<file path="src/rtl/tile_sel_gen_pkg.sv">
// Shared constants and types for the tile/sprite select generator.
// The tile codes map onto the inputs of the RGB mux that follows this block.
package tile_sel_gen_pkg;

    localparam int TILE_W = 32;
    localparam int GRID_W = 20;
    localparam int GRID_H = 15;

    localparam logic [3:0] T_PATH = 4'd0;
    localparam logic [3:0] T_SURR = 4'd1;
    localparam logic [3:0] T_OBS1 = 4'd2;
    localparam logic [3:0] T_OBS2 = 4'd3;
    localparam logic [3:0] T_BOMB = 4'd4;
    localparam logic [3:0] T_EXPL = 4'd5;
    localparam logic [3:0] T_PLR1 = 4'd6;
    localparam logic [3:0] T_PLR2 = 4'd7;
    localparam logic [3:0] T_NONE = 4'hF;

    typedef struct packed {
        logic [10:0] hcount;
        logic [10:0] vcount;
        logic        hsync;
        logic        vsync;
        logic        hblnk;
        logic        vblnk;
    } timing_t;

    // Map codes 6 and 7 are player codes and must never come from the map RAM.
    function automatic logic [3:0] map_code_sel(input logic [2:0] code);
        logic [3:0] sel;
        case (code)
            3'd0, 3'd1, 3'd2, 3'd3, 3'd4, 3'd5: sel = {1'b0, code};
            default:                            sel = T_NONE;
        endcase
        return sel;
    endfunction

endpackage

</file>
<file path="src/rtl/tile_sel_gen_sprite_hit.sv">
// 32x32 sprite hit test and in-sprite offset for one player.
// Compared in 12 bits so a sprite near the right/bottom edge never wraps.
module sprite_hit (
    input  logic [10:0] hcount,
    input  logic [10:0] vcount,
    input  logic [10:0] pos_x,
    input  logic [10:0] pos_y,
    output logic        hit,
    output logic [9:0]  offset
);

    logic [11:0] x_end_s;
    logic [11:0] y_end_s;
    logic [4:0]  dx_s;
    logic [4:0]  dy_s;

    // Bounds compare and low-bit offset subtraction (only 5 bits matter inside a hit).
    always_comb begin
        x_end_s = {1'b0, pos_x} + 12'd31;
        y_end_s = {1'b0, pos_y} + 12'd31;
        hit     = ({1'b0, hcount} >= {1'b0, pos_x}) && ({1'b0, hcount} <= x_end_s) &&
                  ({1'b0, vcount} >= {1'b0, pos_y}) && ({1'b0, vcount} <= y_end_s);
        dx_s    = hcount[4:0] - pos_x[4:0];
        dy_s    = vcount[4:0] - pos_y[4:0];
        offset  = {dy_s, dx_s};
    end

endmodule

</file>
<file path="src/rtl/tile_sel_gen.sv">
// Two-stage pixel pipeline: map/ROM addressing in stage 1, mux select in stage 2.
// Timing signals are delayed LAT cycles so they leave aligned with o_sel.
module tile_sel_gen #(
    parameter int TILE_W = tile_sel_gen_pkg::TILE_W,
    parameter int GRID_W = tile_sel_gen_pkg::GRID_W,
    parameter int GRID_H = tile_sel_gen_pkg::GRID_H,
    parameter int LAT    = 2
) (
    input  logic        i_pclk,
    input  logic        i_rst_n,
    input  logic [10:0] i_hcount,
    input  logic [10:0] i_vcount,
    input  logic        i_hsync,
    input  logic        i_vsync,
    input  logic        i_hblnk,
    input  logic        i_vblnk,
    input  logic [2:0]  i_map_data,
    input  logic [10:0] i_plr1_x,
    input  logic [10:0] i_plr1_y,
    input  logic [10:0] i_plr2_x,
    input  logic [10:0] i_plr2_y,
    output logic [8:0]  o_map_addr,
    output logic [9:0]  o_rom_addr,
    output logic [3:0]  o_sel,
    output logic [10:0] o_hcount,
    output logic [10:0] o_vcount,
    output logic        o_hsync,
    output logic        o_vsync,
    output logic        o_hblnk,
    output logic        o_vblnk
);

    import tile_sel_gen_pkg::*;

    localparam int TW_LOG = $clog2(TILE_W);

    logic        frame_start_s;
    logic [10:0] p1x_s, p1y_s, p2x_s, p2y_s;
    logic [10:0] p1x_r, p1y_r, p2x_r, p2y_r;
    logic [10:0] col_s, row_s;
    logic        in_grid_s;
    logic [8:0]  lin_addr_s;
    logic [8:0]  map_addr_s;
    logic [9:0]  rom_addr_s;
    logic        hit1_s, hit2_s;
    logic [9:0]  off1_s, off2_s;
    logic        hit1_r, hit2_r, blank1_r, in_grid1_r;
    logic [3:0]  sel_s;
    timing_t     timing_s;
    timing_t     tdly_r [LAT];

    // The frame-start pixel already sees the freshly latched positions.
    always_comb begin
        frame_start_s = (i_hcount == 11'd0) && (i_vcount == 11'd0);
        if (frame_start_s) begin
            p1x_s = i_plr1_x;
            p1y_s = i_plr1_y;
            p2x_s = i_plr2_x;
            p2y_s = i_plr2_y;
        end else begin
            p1x_s = p1x_r;
            p1y_s = p1y_r;
            p2x_s = p2x_r;
            p2y_s = p2y_r;
        end
    end

    sprite_hit u_hit1 (
        .hcount (i_hcount),
        .vcount (i_vcount),
        .pos_x  (p1x_s),
        .pos_y  (p1y_s),
        .hit    (hit1_s),
        .offset (off1_s)
    );

    sprite_hit u_hit2 (
        .hcount (i_hcount),
        .vcount (i_vcount),
        .pos_x  (p2x_s),
        .pos_y  (p2y_s),
        .hit    (hit2_s),
        .offset (off2_s)
    );

    // Stage-1 address generation; off-grid pixels park the map address at 0.
    always_comb begin
        col_s      = i_hcount >> TW_LOG;
        row_s      = i_vcount >> TW_LOG;
        in_grid_s  = (col_s < 11'(GRID_W)) && (row_s < 11'(GRID_H));
        lin_addr_s = 9'(32'(row_s) * 32'(GRID_W) + 32'(col_s));
        if (in_grid_s) begin
            map_addr_s = lin_addr_s;
        end else begin
            map_addr_s = 9'd0;
        end
        if (hit1_s) begin
            rom_addr_s = off1_s;
        end else if (hit2_s) begin
            rom_addr_s = off2_s;
        end else begin
            rom_addr_s = {i_vcount[4:0], i_hcount[4:0]};
        end
        timing_s = '{hcount: i_hcount, vcount: i_vcount, hsync: i_hsync,
                     vsync: i_vsync, hblnk: i_hblnk, vblnk: i_vblnk};
    end

    // Stage-1 registers and the per-frame shadow positions.
    always_ff @(posedge i_pclk) begin
        if (!i_rst_n) begin
            o_map_addr <= 9'd0;
            o_rom_addr <= 10'd0;
            hit1_r     <= 1'b0;
            hit2_r     <= 1'b0;
            blank1_r   <= 1'b0;
            in_grid1_r <= 1'b0;
            p1x_r      <= 11'd0;
            p1y_r      <= 11'd0;
            p2x_r      <= 11'd0;
            p2y_r      <= 11'd0;
        end else begin
            o_map_addr <= map_addr_s;
            o_rom_addr <= rom_addr_s;
            hit1_r     <= hit1_s;
            hit2_r     <= hit2_s;
            blank1_r   <= i_hblnk | i_vblnk;
            in_grid1_r <= in_grid_s;
            p1x_r      <= p1x_s;
            p1y_r      <= p1y_s;
            p2x_r      <= p2x_s;
            p2y_r      <= p2y_s;
        end
    end

    // Stage-2 select; i_map_data here is the map RAM reply for the stage-1 address.
    always_comb begin
        if (blank1_r) begin
            sel_s = T_NONE;
        end else if (!in_grid1_r) begin
            sel_s = T_NONE;
        end else if (hit1_r) begin
            sel_s = T_PLR1;
        end else if (hit2_r) begin
            sel_s = T_PLR2;
        end else begin
            sel_s = map_code_sel(i_map_data);
        end
    end

    // Stage-2 select register.
    always_ff @(posedge i_pclk) begin
        if (!i_rst_n) begin
            o_sel <= T_NONE;
        end else begin
            o_sel <= sel_s;
        end
    end

    // LAT-deep delay line for the VGA timing signals.
    always_ff @(posedge i_pclk) begin
        if (!i_rst_n) begin
            for (int i = 0; i < LAT; i++) begin
                tdly_r[i] <= '0;
            end
        end else begin
            tdly_r[0] <= timing_s;
            for (int i = 1; i < LAT; i++) begin
                tdly_r[i] <= tdly_r[i-1];
            end
        end
    end

    assign o_hcount = tdly_r[LAT-1].hcount;
    assign o_vcount = tdly_r[LAT-1].vcount;
    assign o_hsync  = tdly_r[LAT-1].hsync;
    assign o_vsync  = tdly_r[LAT-1].vsync;
    assign o_hblnk  = tdly_r[LAT-1].hblnk;
    assign o_vblnk  = tdly_r[LAT-1].vblnk;

endmodule

</file>
<file path="config.mk">
export PLATFORM = sky130hd
export DESIGN_NAME = tile_sel_gen
export DESIGN_NICKNAME = d
export VERILOG_FILES = /design/src/rtl/tile_sel_gen_pkg.sv /design/src/rtl/tile_sel_gen_sprite_hit.sv /design/src/rtl/tile_sel_gen.sv
export SDC_FILE = /design/constraint.sdc
export NUM_CORES = 1
export LEC_CHECK = 0
export CAP_MARGIN = 20
export CORE_MARGIN = 2
export CORE_UTILIZATION = 45
export DETAILED_ROUTE_END_ITERATION = 7
export HOLD_SLACK_MARGIN = 0.03
export PLACE_DENSITY_LB_ADDON = 0.25
export SYNTH_ARGS = -nofsm -noshare
export SYNTH_HDL_FRONTEND = slang
export SYNTH_SLANG_ARGS = --single-unit
</file>
<file path="constraint.sdc">
create_clock -name i_pclk -period 5.3 [get_ports i_pclk]
set_input_delay 0.795 -clock i_pclk [delete_from_list [all_inputs] [get_ports i_pclk]]
set_output_delay 0.795 -clock i_pclk [all_outputs]
set_load 0.1 [all_outputs]
</file>
======== Yosys cells after proc, flatten, opt, wreduce, memory -nomap -nowiden ========
Memory sizes are Yosys's and may differ from the RTL's.
Index checks and enable logic that the tools add are counted.
cells by class
  bitwise logic cells ..................... 6
  multiplexer cells ....................... 13
  eq/ne operators ......................... 5
  multipliers ............................. 1
  add/subtract/negate cells ............... 9
  reductions and logical operators ........ 15
  $lt $le $gt $ge ......................... 10
operators with widths
  kind                     count
  $mux W26                 2
  $add A11 B5 Y12 const B  4
  $le A11 B12 Y1           4
  $ge A11 B11 Y1           4
  $mux W11                 4
  $logic_not A11 Y1        2
  $mux W10                 2
  $sub A5 B5 Y5            4
  $mux W4                  3
  $reduce_or A6 Y1         2
  $add A9 B6 Y9            1
  $logic_and A1 B1 Y1      8
  $mul A6 B3 Y7 const B    1
  $eq A3 B2 Y1 const B     2
  $eq A3 B3 Y1 const B     2
  $lt A6 B4 Y1 const B     1
  $lt A6 B5 Y1 const B     1
  $eq A3 B1 Y1 const B     1
  $logic_not A3 Y1         1
  $not A1 Y1               3
  $or A1 B1 Y1             3
  $reduce_or A3 Y1         1
  $mux W1                  2
  $reduce_and A2 Y1        1
storage, ports and cells
  output and inout port bits .............. 49
  memories ................................ 1
  memory bits (writable) .................. 52
  register bits after elaboration ......... 71
  input port bits ......................... 75
memory list
  name    depth  bits a word  read ports  clocked after memory_dff  wr ports  line                text
  tdly_r  2      26           2           0                         2         tile_sel_gen.sv:50  timing_t tdly_r [LAT];

======== Logic depth before layout (Yosys ltp) ========
Gate-level depths: netlist of run 1.
  word-level depth ........................ 10
  depth in mapped cells ................... 21

======== Modules after synthesis ========
Synthesis of run 1 repeated with hierarchy kept, for this count alone.
second synthesis, totals
  cells, all modules ...................... 917
  area total of the unflattened synthesis .. 8179.1 sq um
modules (own cells, without submodules)
  module                cells an instance  area an instance (sq um)  instances
  tile_sel_gen          515                5157.4                    1
  sprite_hit at u_hit1  204                1522.7                    1
  sprite_hit at u_hit2  198                1498.9                    1

======== Least setup slack after synthesis of run 1 ========
OpenSTA, ideal clock, no wires.
  path type ............................... input-to-reg
  start ................................... input port i_vcount[8]
  end ..................................... register o_rom_addr[4]
  arrival ................................. 5.285 ns
  path slack .............................. -0.073 ns
  cell stages on the path ................. 20
  setup time .............................. 0.088 ns
  cell sequence ........................... nor4_2 and4_1 nand2_1 buf_2 buf_2 buf_1 mux2i_1 ha_1 a21boi_0 a2111o_1 xnor2_1 ha_1 nand2_1 or2_2 o32ai_1 a41oi_2 a211oi_2 o211ai_2 or3_1 a311oi_2
on the way
  longest elaborated chain between the ends .. 10
RTL lines
  item                               line                           text
  start, declared                    tile_sel_gen.sv:12             input logic [10:0] i_vcount,
  $logic_not A11 Y1                  tile_sel_gen.sv:54             frame_start_s = (i_hcount == 11'd0) && (i_vcount == 11'd0);
  $logic_and A1 B1 Y1                tile_sel_gen.sv:54
  $mux W11                           tile_sel_gen.sv:55             if (frame_start_s) begin
  $add A11 B5 Y12                    tile_sel_gen_sprite_hit.sv:19  x_end_s = {1'b0, pos_x} + 12'd31;
  $le A11 B12 Y1                     tile_sel_gen_sprite_hit.sv:21  hit = ({1'b0, hcount} >= {1'b0, pos_x}) && ({1'b0, hcount} <= x_end_s) &&
  $logic_and A1 B1 Y1 (2 in series)  tile_sel_gen_sprite_hit.sv:21
  $logic_and A1 B1 Y1                tile_sel_gen_sprite_hit.sv:22  ({1'b0, vcount} >= {1'b0, pos_y}) && ({1'b0, vcount} <= y_end_s);
  $mux W10                           tile_sel_gen.sv:99             end else if (hit2_s) begin
  $mux W10 *                         tile_sel_gen.sv:97             if (hit1_s) begin
  end signal, assigned               tile_sel_gen.sv:123            o_rom_addr <= rom_addr_s;
  end, declared                      tile_sel_gen.sv:23             output logic [9:0] o_rom_addr,
Mark *: on every way between the ends. The rest lies on a longest branch, timed or not.
A chain may end at the register's enable or synchronous reset.

======== Worst setup path in the final report of run 1 ========
  start ................................... input port i_hcount[1]
  end ..................................... register o_rom_addr[4]
on the way
  longest elaborated chain between the ends .. 10
RTL lines
  item                               line                           text
  start, declared                    tile_sel_gen.sv:11             input logic [10:0] i_hcount,
  $logic_not A11 Y1                  tile_sel_gen.sv:54
  $logic_and A1 B1 Y1                tile_sel_gen.sv:54
  $mux W11                           tile_sel_gen.sv:55
  $add A11 B5 Y12                    tile_sel_gen_sprite_hit.sv:19
  $le A11 B12 Y1                     tile_sel_gen_sprite_hit.sv:21
  $logic_and A1 B1 Y1 (2 in series)  tile_sel_gen_sprite_hit.sv:21
  $logic_and A1 B1 Y1                tile_sel_gen_sprite_hit.sv:22
  $mux W10                           tile_sel_gen.sv:99
  $mux W10 *                         tile_sel_gen.sv:97
Marked as above.

==> impl_metrics.ini, run 1 <==
[run_status]
status = finished, final reports clean

[clocking]
cts_root_buffer = clkbuf_16
cts_resized = 0
post_cts.repair.setup_buffers = 0
htree_num_levels = 4
clk_pin_slew_ns = 0.06
cts_tree = done
cts_num_sinks = 123
cts_hold_buf = 0
worstSkewPairLatency_ns = 0.42
cts_made_buffers = 17
clk_path_buf_depth = 2

[timing]
setup_ws_ns = 0.125
worst_slew_pin_slew_ns = 1.02
fin_crit_sh_pct = 97.6
clock.fmax_mhz = 193
setup_tns_ns = 0
relSlewSlack_pct = 32.1
post-route-min-period_ns = 5.17
finalHoldViolCount = 0
setup_viol = 0
skew_ns = 0.00878
final_max_slew_viol_count = 0

[logic_synthesis]
ys_types = 69
syn_inst = 843
yosys_warnings = 0
syn_nets = 1025
synth_area_um2 = 7710
synth_flop_cell = dfxtp_1
synth_edf_count = 0
ys_async_sr_fraction_pct = 0
ys_ff_latch = 123
syn_area_per_cell_um2 = 9.15
ys_seq_area_share_pct = 31.9

[floorplanning]
die_area_um2 = 18200
initial_core_util_pct = 46.4
die_h_um = 135
die_x_um = 135
row_count = 47
ioPinCount = 124
core_area_um2 = 16600

[global_routing]
antenna_found_initial = 0
grt_usage_pct = 24.3
grt_pass1_wl_um = 34400
grt_pass1_vias = 6533
grt_max_degree = 55
overflow = 0

[routing]
drtIter0Drc = 391
drc_errors = 0
via_per_inst = 5.36
first_pass_iters = 5
vias = 6794
wl_um = 21700
drtAntennaViolNets = 0
wl_per_cell_um = 17.1

[power_and_ir_drop]
worst_ir_drop_vdd_v = 0.000222
p_comb_share_pct = 17.4
p_leak_nw = 4.52
p_int_mw = 1.84
switchingPower_mw = 0.772
swShare_pct = 29.6
clkPwrFrac_pct = 45.8
powerDensity_nw_per_um2 = 253
p_total_mw = 2.61
seqPwrFrac_pct = 36.8

[place]
port_buffers = 123
dp_hpwl_um = 16700
dp_cells = 1235
gp_congestion = 0.923
dp_slack_ns = -0.341

[worst_setup_path]
cp-endpoint = o_rom_addr[4]
worst_r2r_endpoint = o_rom_addr[5]
cp-end-kind = flip-flop
slowest_stage = clkdlybuf4s50_1
crit_chain = clkdlybuf4s50_1 > nor4_4 > and4_1 > nand2_2 > mux2i_1 > ha_1 > a21boi_1 > a2111o_1 > xnor2_1 > ha_1 > nand2_1 > or2_2 > o32ai_1 > a41oi_2 > a211oi_4 > o211ai_2 > or3_1 > a311oi_2
crit_start = i_hcount[1]
crit_top_cell = ha_1
r2r_start = p1x_r[0]
cpPeakStageDelay_ns = 0.52
start_kind = input port
crit_type = in -> reg
cp.arrival_ns = 5.50
reg2reg_setup_slack_ns = 1.34
crit_fanout = 5
rr_worst_depth = 13
crit_required_ns = 5.63

[finish]
fillers = 1433
final_cell_count_no_fill = 1267
fin_nets = 1216
drive_above_1_share_pct = 13.9
regArea_um2 = 2460
diodes = 0
fin_util_pct = 62.0
syn_to_final_growth_pct = 33.7
multi_input_area_um2 = 4870

[job]
drv_cap = 0

[worst_hold_path]
hold_path.class = reg -> reg
==> cells in the final DEF, fill, tap and decap left out, types with 4 or more instances in the layout <==
cell type / synthesis / layout
a31oi_1: 10 / 10
nand2b_1: 5 / 5
and2_1: 51 / 51
nor2_1: 77 / 77
ha_1: 101 / 101
dfxtp_1: 123 / 123
clkbuf_16: 0 / 17
nor3_1: 22 / 22
or4_1: 6 / 6
and4_1: 6 / 6
xor2_1: 21 / 21
fa_1: 6 / 6
clkdlybuf4s50_1: 0 / 123
a21o_1: 18 / 18
or3_1: 13 / 13
nor4_1: 4 / 4
xnor2_1: 34 / 34
a211oi_1: 7 / 7
nor2b_1: 7 / 7
o21ai_0: 28 / 28
mux2i_1: 47 / 47
o22ai_1: 8 / 8
nand2_1: 34 / 33
inv_6: 0 / 7
and3_1: 8 / 8
nand4_1: 8 / 8
buf_4: 22 / 92
a21oi_1: 41 / 41
nand3_1: 13 / 13
inv_1: 39 / 39
==> power groups by stage <==
stage | Combinational (mW) | Sequential [mW] | Clock, mW
2_1_floorplan | 0.215 | 1.04 | 0
3_3_place_gp | 0.442 | 0.980 | 0
3_5_place_dp | 0.445 | 0.981 | 0
4_1_cts | 0.449 | 0.961 | 1.21
5_1_grt | 0.488 | 0.962 | 1.25
6_report | 0.453 | 0.961 | 1.19
==> worst min-delay path by stage <==
stage	startpoint	to	slack, ns	depth (start not counted)
after detailed placement	tdly_r[0][17]	tdly_r[0][43]	0.42	1
final	tdly_r[0][11]	tdly_r[0][37]	0.43	1
after global routing	tdly_r[0][1]	tdly_r[0][27]	0.44	1
after floorplan	tdly_r[0][0]	tdly_r[0][26]	0.41	1
after global placement	tdly_r[0][1]	tdly_r[0][27]	0.41	1
after CTS	tdly_r[0][19]	tdly_r[0][45]	0.43	1
==> through the flow <==
stage | hold slack (ns) | area, um^2
2_1_floorplan | 0.412 | 7720
3_3_place_gp | 0.413 | 9680
3_5_place_dp | 0.418 | 9680
4_1_cts | 0.433 | 10300
5_1_grt | 0.439 | 10300
6_report | 0.429 | 10300
==> per-layer routing <==
metal | share of wire (%) | wire, um | global-route usage [%]
met1 | 46 | 9950 | 33.0
met2 | 47 | 10200 | 40.5
met3 | 5.7 | 1240 | 4.39
met4 | 1.5 | 325 | 5.73
met5 | 0 | 0 | 0
==> flip-flops by register name, summed over array words and instances, names as in the netlist <==
register / flops
tdly_r: 52
p1x_r: 11
p1y_r: 11
p2x_r: 11
p2y_r: 11
o_rom_addr: 10
o_map_addr: 9
o_sel: 4
blank1_r: 1
hit1_r: 1
hit2_r: 1
in_grid1_r: 1
==> synth_stat cells, drive strengths merged, types with 7 or more instances <==
library cell    n  share of area (%)
buf            32                2.9
a21o           18                1.8
or3            13                1.1
a21oi          42                2.8
xor2           21                2.4
o21ai          28                1.8
dfxtp         123                 32
nor2b           7               0.57
nand3          13               0.84
ha            101                 16
and3            8               0.65
a31oi          10               0.81
nand4           9               0.81
o22ai           8               0.65
clkbuf         13               0.65
nand2          34                1.7
and2           51                4.1
inv            40                1.9
nor2           78                3.8
nor3           22                1.4
xnor2          34                3.9
a211oi          8               0.84
mux2i          47                6.1
==> area by class of cell <==
class	instances	area share, %
multi-input cells	635	47.2
flip-flops and latches	123	23.9
repair buffers	217	19.0
clock buffers	17	4.12
well taps	220	2.67
clock inverters	15	1.69
inverters	40	1.46
==> kinds of logic (layout without fill, tap and decap cells) <==
group / Yosys count / after routing / share of synthesized area, %
AOI/OAI and AO/OA: 154 / 154 / 13.4
xor gates and xnor gates: 55 / 55 / 6.24
adders and majority gates: 108 / 108 / 18.1
buffers and inverters: 85 / 289 / 5.53
DFF: 123 / 123 / 31.9
muxes: 50 / 50 / 6.54
and+or+nand+nor: 268 / 268 / 18.3
==> critical path: cells and delay by family <==
| kind | cells | cell delay [ns] |
|---|---|---|
| AO/OA/AOI/OAI | 7 | 1.84 |
| XOR/XNOR | 1 | 0.14 |
| adder cells (fa/ha/maj) | 2 | 0.52 |
| buffers and inverters | 1 | 0.52 |
| multiplexers | 1 | 0.17 |
| AND/OR/NAND/NOR | 6 | 1.52 |
No activity file was read; power rests on OpenSTA's default activity.
==> run 2, diff against run 1 <==
Settings changed: CORE_ASPECT_RATIO from default to 1.25.
==> run 2 against run 1 <==
Against the previous run: sequential power is essentially flat; total power shrank 1.3%; via count is the same; register-to-register slack gained 0.10 ns; non-clock buffer count shrank 7; final cell count shrank 0.55%; worst hold slack is essentially flat; critical path type unchanged; first-iteration DRC count shrank 15%; clock skew grew 0.0051 ns; critical endpoint unchanged; utilization shrank 1.1 points; largest power group unchanged.
==> impl_metrics.ini, run 2 (synthesized netlist as in run 1, its figures left out) <==
[timing]
clock.fmax_mhz = 197
fin_crit_sh_pct = 95.8
post-route-min-period_ns = 5.08
rsz0062_at_grt = no
relSlewSlack_pct = 26.8
finalHoldViolCount = 0
setup_viol = 0
skew_ns = 0.0138
hold_slack_ns = 0.429
worst_slew_pin_slew_ns = 1.10
setup_ws_ns = 0.221
final_max_slew_viol_count = 0

[place]
port_buffers = 123
dp_cells = 1228
post_dp_cell_area_um2 = 9610
gp_congestion = 0.900
dp_slack_ns = -0.205
dp_hpwl_um = 16800

[worst_setup_path]
start_kind = input port
r2r_start = p1x_r[2]
crit_fanout = 5
crit_required_ns = 5.63
cp-end-kind = flip-flop
crit_start = i_hcount[1]
rr_worst_depth = 15
worst_r2r_endpoint = o_rom_addr[8]
cp.arrival_ns = 5.41
crit_type = in -> reg
reg2reg_setup_slack_ns = 1.44

[finish]
fin_nets = 1209
diodes = 0
final_cell_count_no_fill = 1260
largest-register = tdly_r
fin_util_pct = 60.8
layout_common_cells = 123 x dfxtp_1, 123 x clkdlybuf4s50_1, 101 x ha_1
largest_register_ffs = 52
syn_to_final_growth_pct = 32.3
design_area_um2 = 10200
drive_above_1_share_pct = 13.2

[power_and_ir_drop]
clkPwrFrac_pct = 45.2
p_comb_share_pct = 17.4
seqPwrFrac_pct = 37.4
swShare_pct = 28.2
switchingPower_mw = 0.726
powerDensity_nw_per_um2 = 252
p_leak_nw = 4.48
worst_ir_drop_vdd_v = 0.000161
p_int_mw = 1.85

[floorplanning]
die_area_um2 = 18200
die_h_um = 150
row_count = 53
initial_core_util_pct = 46.0
core_area_um2 = 16800
ioPinCount = 124
die_x_um = 121

[worst_hold_path]
whs_endpoint = tdly_r[0][29]
hp-start = tdly_r[0][3]
holdPathStages = 1
hold_path.class = reg -> reg

[clocking]
worstSkewPairLatency_ns = 0.42
clk_path_buf_depth = 2
cts_num_sinks = 123
cts_tree = done
htree_num_levels = 4
cts_hold_buf = 0
cts_made_buffers = 17
cts_root_buffer = clkbuf_16
clk_pin_slew_ns = 0.06

[global_routing]
grt_pass1_vias = 6823
grt_usage_pct = 24.2
grt_max_degree = 55
overflow = 0
antenna_found_initial = 0
grt_pass1_wl_um = 33800

[routing]
vias = 6794
first_pass_iters = 4
drtIter0Drc = 331
via_per_inst = 5.39
drtAntennaViolNets = 0
wl_per_cell_um = 17.1
wl_um = 21600
drc_errors = 0

[job]
drv_cap = 0

[run_status]
status = finished, final reports clean
==> run 2: what timing repair did <==
action | CTS | global route
resized for setup | 0 | 2
endpoints found under the setup margin | 0 | 5
buffers inserted | 0 | 0
==> run 2: layout make-up <==
type / instances / area (um^2)
clock buffer: 20 / 457
clock inverter: 12 / 139
fill: 1455 / 6570
inverter: 40 / 150
multi-input combinational: 635 / 4840
sequential: 123 / 2460
tap: 220 / 275
timing repair buffer: 210 / 1880
==> run 2: routing by layer <==
metal	up-vias	track usage (%)	wire length [um]
met3	47	4.32	1040
met4	0	9.88	621
li1	3365	-	-
met5	-	0	0
met2	207	43.6	10800
met1	3175	28.2	9080
==> run 2: stage by stage <==
step | total power, mW | setup TNS (ns)
2_1_floorplan | 1.26 | 0
3_3_place_gp | 1.42 | -0.196
3_5_place_dp | 1.42 | -1.19
4_1_cts | 2.59 | 0
5_1_grt | 2.67 | 0
6_report | 2.57 | 0
==> run 2: power groups by stage <==
stage          combinational [mW]  sequential [mW]  clock [mW]
3_3_place_gp                0.439            0.981           0
2_1_floorplan               0.215             1.04           0
5_1_grt                     0.483            0.963        1.23
6_report                    0.449            0.962        1.16
3_5_place_dp                0.443            0.981           0
4_1_cts                     0.447            0.962        1.18
==> run 2: worst max-delay path, cell delays in order <==
cell and delay [ns]:
clkdlybuf4s50_1 0.53, nor4_2 0.36, and4_1 0.28, nand2_2 0.14, mux2i_1 0.17, ha_1 0.23
a21boi_1 0.16, a2111o_1 0.41, xnor2_1 0.14, ha_1 0.28, nand2_1 0.06, or2_2 0.30
o32ai_1 0.40, a41oi_2 0.09, a211oi_4 0.30, o211ai_2 0.14, or3_1 0.37, a311oi_2 0.26
==> run 2: worst max path at each step <==
stage | slack, ns | depth (start not counted) | to
after floorplan | 0.02 | 20 | o_rom_addr[4]
after global placement | -0.08 | 19 | o_rom_addr[4]
after detailed placement | -0.21 | 18 | o_rom_addr[4]
after CTS | 0.20 | 18 | o_rom_addr[4]
after global routing | 0.05 | 18 | o_rom_addr[4]
final | 0.22 | 18 | o_rom_addr[4]
